`config.mk`:
```
export PLATFORM = sky130hd
export DESIGN_NAME = cmp_arbiter
export DESIGN_NICKNAME = d
export VERILOG_FILES = /design/src/rtl/cmp_arbiter_pkg.sv /design/src/rtl/cmp_arbiter_slt32.sv /design/src/rtl/cmp_arbiter.sv
export SDC_FILE = /design/constraint.sdc
export NUM_CORES = 1
export LEC_CHECK = 0
export CAP_MARGIN = 20
export CORE_AREA = 4 4 102 104
export CTS_CLUSTER_DIAMETER = 200
export DETAILED_ROUTE_END_ITERATION = 7
export DIE_AREA = 0 0 106 108
export PLACE_DENSITY = 0.85
export SLEW_MARGIN = 20
export SYNTH_ARGS = -nofsm -noshare
export SYNTH_HDL_FRONTEND = slang
export SYNTH_SLANG_ARGS = --single-unit
export TNS_END_PERCENT = 20
```
`constraint.sdc`:
```
create_clock -name clk -period 4.9 [get_ports clk]
set_input_delay 0.49 -clock clk [delete_from_list [all_inputs] [get_ports clk]]
set_output_delay 0.49 -clock clk [all_outputs]
set_load 0.05 [all_outputs]
```
`src/rtl/cmp_arbiter_pkg.sv`:
```
// Shared types and constants for the two-port set-less-than comparator arbiter.
package cmp_arb_pkg;

    typedef enum logic [1:0] {
        IDLE = 2'd0,
        EXEC = 2'd1,
        RESP = 2'd2
    } state_t;

    localparam int N_REQ  = 2;
    localparam int DATA_W = 32;

endpackage

```
`src/rtl/cmp_arbiter_slt32.sv`:
```
// Shared 32-bit set-less-than comparator: y = {31'b0, sign of (a - b) mod 2^32}.
module sub32 (
    input  logic [31:0] a,
    input  logic [31:0] b,
    output logic [31:0] diff
);
    assign diff = a - b;
endmodule

module slt32 (
    input  logic [31:0] a,
    input  logic [31:0] b,
    output logic [31:0] y
);
    logic [31:0] diff;
    logic        unused_low;

    sub32 u_sub (
        .a    (a),
        .b    (b),
        .diff (diff)
    );

    // Raw sign of the wrapped difference; no overflow correction.
    assign y          = {31'b0, diff[31]};
    assign unused_low = ^diff[30:0];
endmodule

```
`src/rtl/cmp_arbiter.sv`:
```
// Round-robin arbiter and sequencer sharing one slt32 between two requesters.
// Handshake: a transfer happens on a rising edge where valid and ready are both high.
module cmp_arbiter
    import cmp_arb_pkg::*;
#(
    parameter int TAG_W = 4
) (
    input  logic                     clk,
    input  logic                     rst_n,
    input  logic [N_REQ-1:0]         req_valid,
    output logic [N_REQ-1:0]         req_ready,
    input  logic [DATA_W-1:0]        req_a0,
    input  logic [DATA_W-1:0]        req_b0,
    input  logic [DATA_W-1:0]        req_a1,
    input  logic [DATA_W-1:0]        req_b1,
    input  logic [TAG_W-1:0]         req_tag0,
    input  logic [TAG_W-1:0]         req_tag1,
    output logic                     rsp_valid,
    input  logic                     rsp_ready,
    output logic [DATA_W-1:0]        rsp_data,
    output logic                     rsp_id,
    output logic [TAG_W-1:0]         rsp_tag,
    output logic [1:0]               dbg_state
);

    state_t              state;
    logic                last_grant;
    logic                grant;
    logic                accept;
    logic [DATA_W-1:0]   op_a;
    logic [DATA_W-1:0]   op_b;
    logic [TAG_W-1:0]    op_tag;
    logic                op_id;
    logic [DATA_W-1:0]   slt_y;

    // On a tie the requester that did not win last time gets the grant.
    always_comb begin
        if (req_valid == 2'b11) begin
            grant = ~last_grant;
        end else begin
            grant = req_valid[1];
        end
    end

    always_comb begin
        req_ready = '0;
        if (rst_n && (state == IDLE) && req_valid[grant]) begin
            req_ready[grant] = 1'b1;
        end
    end

    assign accept    = |(req_valid & req_ready);
    assign dbg_state = state;

    slt32 u_slt (
        .a (op_a),
        .b (op_b),
        .y (slt_y)
    );

    always_ff @(posedge clk or negedge rst_n) begin
        if (!rst_n) begin
            state      <= IDLE;
            last_grant <= 1'b1;
            op_a       <= '0;
            op_b       <= '0;
            op_tag     <= '0;
            op_id      <= 1'b0;
            rsp_valid  <= 1'b0;
            rsp_data   <= '0;
            rsp_id     <= 1'b0;
            rsp_tag    <= '0;
        end else begin
            case (state)
                IDLE: begin
                    if (accept) begin
                        op_a       <= grant ? req_a1 : req_a0;
                        op_b       <= grant ? req_b1 : req_b0;
                        op_tag     <= grant ? req_tag1 : req_tag0;
                        op_id      <= grant;
                        last_grant <= grant;
                        state      <= EXEC;
                    end
                end
                EXEC: begin
                    rsp_data  <= slt_y;
                    rsp_id    <= op_id;
                    rsp_tag   <= op_tag;
                    rsp_valid <= 1'b1;
                    state     <= RESP;
                end
                RESP: begin
                    if (rsp_ready) begin
                        rsp_valid <= 1'b0;
                        state     <= IDLE;
                    end
                end
                default: begin
                    state     <= IDLE;
                    rsp_valid <= 1'b0;
                end
            endcase
        end
    end

endmodule

```
### Word-level counts from Yosys, hierarchy flattened

Cells that the tools add are included.

| storage, ports and cells | value |
|---|---|
| register bits after elaboration | 79 |
| input bits | 141 |
| output and inout bits | 42 |
| word-level logic and storage cells | 43 |

| cells by class | value |
|---|---|
| $add $sub $neg | 1 |
| order comparisons | 2 |
| eq/ne operators | 5 |
| muxes and demuxes | 14 |
| bitwise logic cells | 3 |
| reductions and logical operators | 8 |

Operator list:

| cell | count |
|---|---|
| $mux W32 | 2 |
| $sub A32 B32 Y32 | 1 |
| $mux W2 | 3 |
| $pmux W2 S3 | 1 |
| $reduce_and A2 Y1 | 3 |
| $mux W1 | 5 |
| $eq A2 B2 Y1 const B | 2 |
| $mux W4 | 1 |
| $ne A2 B2 Y1 const B | 2 |
| $logic_and A1 B1 Y1 | 3 |
| $pmux W1 S3 | 1 |
| $and A2 B2 Y2 | 1 |
| $eq A2 B1 Y1 const B | 1 |
| $logic_not A2 Y1 | 1 |
| $lt A1 B2 Y1 const B | 1 |
| $not A1 Y1 | 2 |
| $reduce_or A2 Y1 | 1 |
| $demux W1 S1 | 1 |
| $ge A1 B1 Y1 const B | 1 |

### Depth between registers and ports, before layout

| logic depth | value |
|---|---|
| word-level depth | 11 |
| mapped depth | 8 |
| mapped depth without buffers | 8 |

### Cells and area by module

A second synthesis with hierarchy kept.

| second synthesis, totals | value |
|---|---|
| cells, all modules | 706 |
| area, all modules | 6,834.1 µm² |

By module, submodules not included:

| module | instances | cells an instance | area each (µm²) | sequential area each (µm²) |
|---|---|---|---|---|
| cmp_arbiter | 1 | 409 | 4,782.1 | 2,753.9 |
| sub32 | 1 | 265 | 1,815.5 | 0.0 |
| slt32 | 1 | 32 | 236.5 | 0.0 |

### Worst setup path before layout

No wires, ideal clock.

| timing path | value |
|---|---|
| kind | reg2out |
| from | register state[0], in the netlist dbg_state[0] |
| to | output port req_ready[0] |
| data arrival time | 1.994 ns |
| data required time | 4.410 ns |
| setup slack | 2.416 ns |
| stages on the path, launching flop included | 5 |
| path buffers | 1 |
| cells stage by stage | dfrtp_1 > nor3b_2 > o21ai_2 > clkbuf_1 > a21oi_1 |

| between the ends | value |
|---|---|
| cells in the longest elaborated chain, start to end | 4 |

RTL lines:

| item | RTL line | RTL |
|---|---|---|
| start: declaration | cmp_arbiter.sv:26 | `state_t state;` |
| start signal: assignment | cmp_arbiter.sv:63 | `state <= IDLE;` |
| start signal: assignment | cmp_arbiter.sv:82 | `state <= EXEC;` |
| start signal: assignment | cmp_arbiter.sv:90 | `state <= RESP;` |
| $logic_not A2 Y1 | cmp_arbiter.sv:47 | `if (rst_n && (state == IDLE) && req_valid[grant]) begin` |
| $logic_and A1 B1 Y1 (2 in a row) | cmp_arbiter.sv:47 |  |
| $mux W2 | cmp_arbiter.sv:47 |  |
| end: declaration | cmp_arbiter.sv:11 | `output logic [N_REQ-1:0] req_ready,` |

Every way passes these cells.

### Worst setup path in the final report

| timing path | value |
|---|---|
| from | input port rst_n |
| to | output port req_ready[1] |

| between the ends | value |
|---|---|
| cells in the longest elaborated chain, start to end | 3 |

RTL lines:

| item | RTL line | RTL |
|---|---|---|
| start: declaration | cmp_arbiter.sv:9 | `input logic rst_n,` |
| $logic_and A1 B1 Y1 (2 in a row) | cmp_arbiter.sv:47 |  |
| $mux W2 | cmp_arbiter.sv:47 |  |

Every way passes these cells.

==> flow_summary.ini <==
[run_status]
run_status = finished, final reports clean

[clock_tree]
htree_levels = 3
clockBufferDepth = 2
cts_hold_buffers = 0
cts_tree = built
cts_sinks = 79
clock_latency_ns = 0.33
post_cts_buffers = 0
cts_made_buffers = 9
cts-resized-gates = 0
root_buffer = clkbuf_8
path_clk_slew_ns = 0.08

[floorplanning]
start_util_pct = 45.5
die_area_um2 = 11400
die_h_um = 108
die_width_um = 106
io_pins = 183
coreArea_um2 = 9550
rows = 36

[setup_path]
start_kind = input pin
path_buf_inv = 3
critPathKind = in2out
r2r-start = dbg_state[0]$_DFFE_PN0P_
crit_path_start = rst_n
r2r_slack_ns = 2.26
cp.arrival_ns = 2.86
slowest_stage = clkdlybuf4s50_1
worstPathCellList = buf_4 > nor3b_2 > and3_2 > buf_4 > clkdlybuf4s50_1
crit_path_end_kind = output port
worstPathRequired_ns = 4.41
path_common_cell = buf_4
slowest_delay_ns = 0.91
worstPathMaxFanout = 52
path_delay_family = buffers and inverters

[sta]
slew_viol_final = 0
finalSetupTns_ns = 0
rsz0062_at_grt = no
skew_ns = 0.00778
hold_viol = 0
setup_viol = 0
relSlewSlack_pct = 35.6
max_clock_freq_mhz = 299
post-route-min-period_ns = 3.35
worst_pin_slew_ns = 0.965
fin_crit_sh_pct = 68.3

[layout]
n_antenna_cell = 0
seq_area_um2 = 1980
design_area_um2 = 6030
fin_util_pct = 63.1
layout.nets = 759
multi_input_area_um2 = 2030
drive_above_1_share_pct = 5.56
layout_common_cells = clkdlybuf4s50_1, dfrtp_1, nand2_1
final_common_cell = clkdlybuf4s50_1
instances_no_fill = 726
syn2layout_area_growth_pct = 38.8
nFillCells = 810

[global_routing]
grt_max_degree = 78
grt_use_total_pct = 19.0
antenna_found_initial = 0
overflow = 0
grt_pass1_vias = 3906
grt_pass1_wl_um = 17800

[logic_synthesis]
syn_inst = 451
synth.distinct_cells = 32
yosysWarnings = 0
ys_seq_area_share_pct = 45.5
synthArstFlopShare_pct = 100
synth_area_um2 = 4340
ys_seq_elements = 79
synth_edf_count = 0
synth_flop_cell = dfrtp_1
syn_area_per_cell_um2 = 9.63

[route]
drt-pass1-iter-count = 4
via_count = 3741
wl_per_cell_um = 15.1
totalWireLength_um = 11000
via_per_inst = 5.15
drc_errors = 0
postRouteAntennaNets = 0
drt_first_iter_violations = 147

[worst_hold_path]
hold_path_class = in2async

[run]
max_cap_violations = 0

[place]
portBuffers = 151
dpl_cell_area_um2 = 5830
hpwl_um = 8480
dp_cells = 710
place.gp.congestion = 0.751

[power_and_ir_drop]
power.leakage_nw = 2.76
finalPower_mw = 2.86
p_per_area_nw_per_um2 = 475
ir_drop_uv = 266
[report_power, final]
group	switching (mW)	internal [mW]	total [mW]	leakage, nW
Clock	0.230	0.247	0.476	0.0981
Combinational	0.766	0.530	1.30	1.69
Sequential	0.145	0.946	1.09	0.969
Total	1.14	1.72	2.86	2.76
[per-stage QoR]
| step | hold slack, ns | worst slack (ns) |
|---|---|---|
| 2_1_floorplan | 0.194 | 2.42 |
| 3_3_place_gp | 0.449 | 1.61 |
| 3_5_place_dp | 0.449 | 1.52 |
| 4_1_cts | 0.107 | 1.52 |
| 5_1_grt | 0.124 | 1.35 |
| 6_report | 0.101 | 1.55 |
[area by class of cell]
class | instances | share of cell area [%]
Clock buffer | 10 | 2.28
Clock inverter | 6 | 0.996
Inverter | 31 | 1.95
Multi-Input combinational cell | 312 | 33.7
Sequential cell | 79 | 32.8
Tap cell | 133 | 2.76
Timing Repair Buffer | 155 | 25.5
[metal layers]
metal	vias to the layer above	wire length, um	global-route usage [%]	share of wire, %
met5	-	0	0	0
met4	0	106	5.00	0.97
met3	11	725	3.82	6.6
met2	118	5680	34.4	52
met1	1783	4470	23.3	41
li1	1829	-	-	-
[flip-flops by register name, summed over array words and instances, names as in the netlist]
| signal | cells |
|---|---|
| op_id | 1 |
| rsp_id | 1 |
| rsp_tag | 4 |
| op_a | 32 |
| rsp_valid | 1 |
| last_grant | 1 |
| dbg_state | 2 |
| rsp_data | 1 |
| op_tag | 4 |
| op_b | 32 |
[worst paths after layout]
path / end / depth (start not counted)
setup / recovery: req_ready[1] / 5
hold / removal: op_b[12]$_DFFE_PN0P_ / 1
setup reg to reg: op_b[27]$_DFFE_PN0P_ / 5
hold reg to reg: op_tag[0]$_DFFE_PN0P_ / 2
max in group asynchronous: last_grant$_DFFE_PN1P_ / 2
min in group clk: op_tag[0]$_DFFE_PN0P_ / 2
[cells by family (layout without fill, tap and decap cells)]
| group | count (synthesis) | count (layout) | share of synthesized area, % |
|---|---|---|---|
| other cells | 1 | 31 | 0.0863 |
| simple gates | 98 | 98 | 9.56 |
| compound gates | 128 | 128 | 19.7 |
| xor+xnor | 1 | 1 | 0.202 |
| flops | 79 | 79 | 45.5 |
| mux | 24 | 24 | 5.67 |
| fa+ha+maj | 30 | 30 | 8.64 |
| buf+inv | 90 | 202 | 10.6 |
[worst register-to-register path, delay by kind of cell (launching register included)]
| family | cells | cell delay [ns] |
|---|---|---|
| buffers and inverters | 1 | 0.96 |
| and+or+nand+nor | 1 | 0.11 |
| AOI/OAI and AO/OA | 3 | 0.97 |
| DFF | 1 | 0.46 |
[synth_stat cells, drive strengths merged, types with 2 or more instances]
library cell | n | area (um2)
a21o | 4 | 30.0
a21oi | 16 | 80.1
a32oi | 49 | 429
buf | 36 | 258
clkbuf | 23 | 86.3
dfrtp | 78 | 1950
ha | 30 | 375
inv | 31 | 116
mux2 | 5 | 56.3
mux2i | 19 | 190
nand2 | 77 | 289
nand2b | 2 | 12.5
nand3 | 4 | 20.0
nand4 | 4 | 25.0
nor2 | 5 | 18.8
o21ai | 54 | 274
Power figures use the tool's default switching activity.
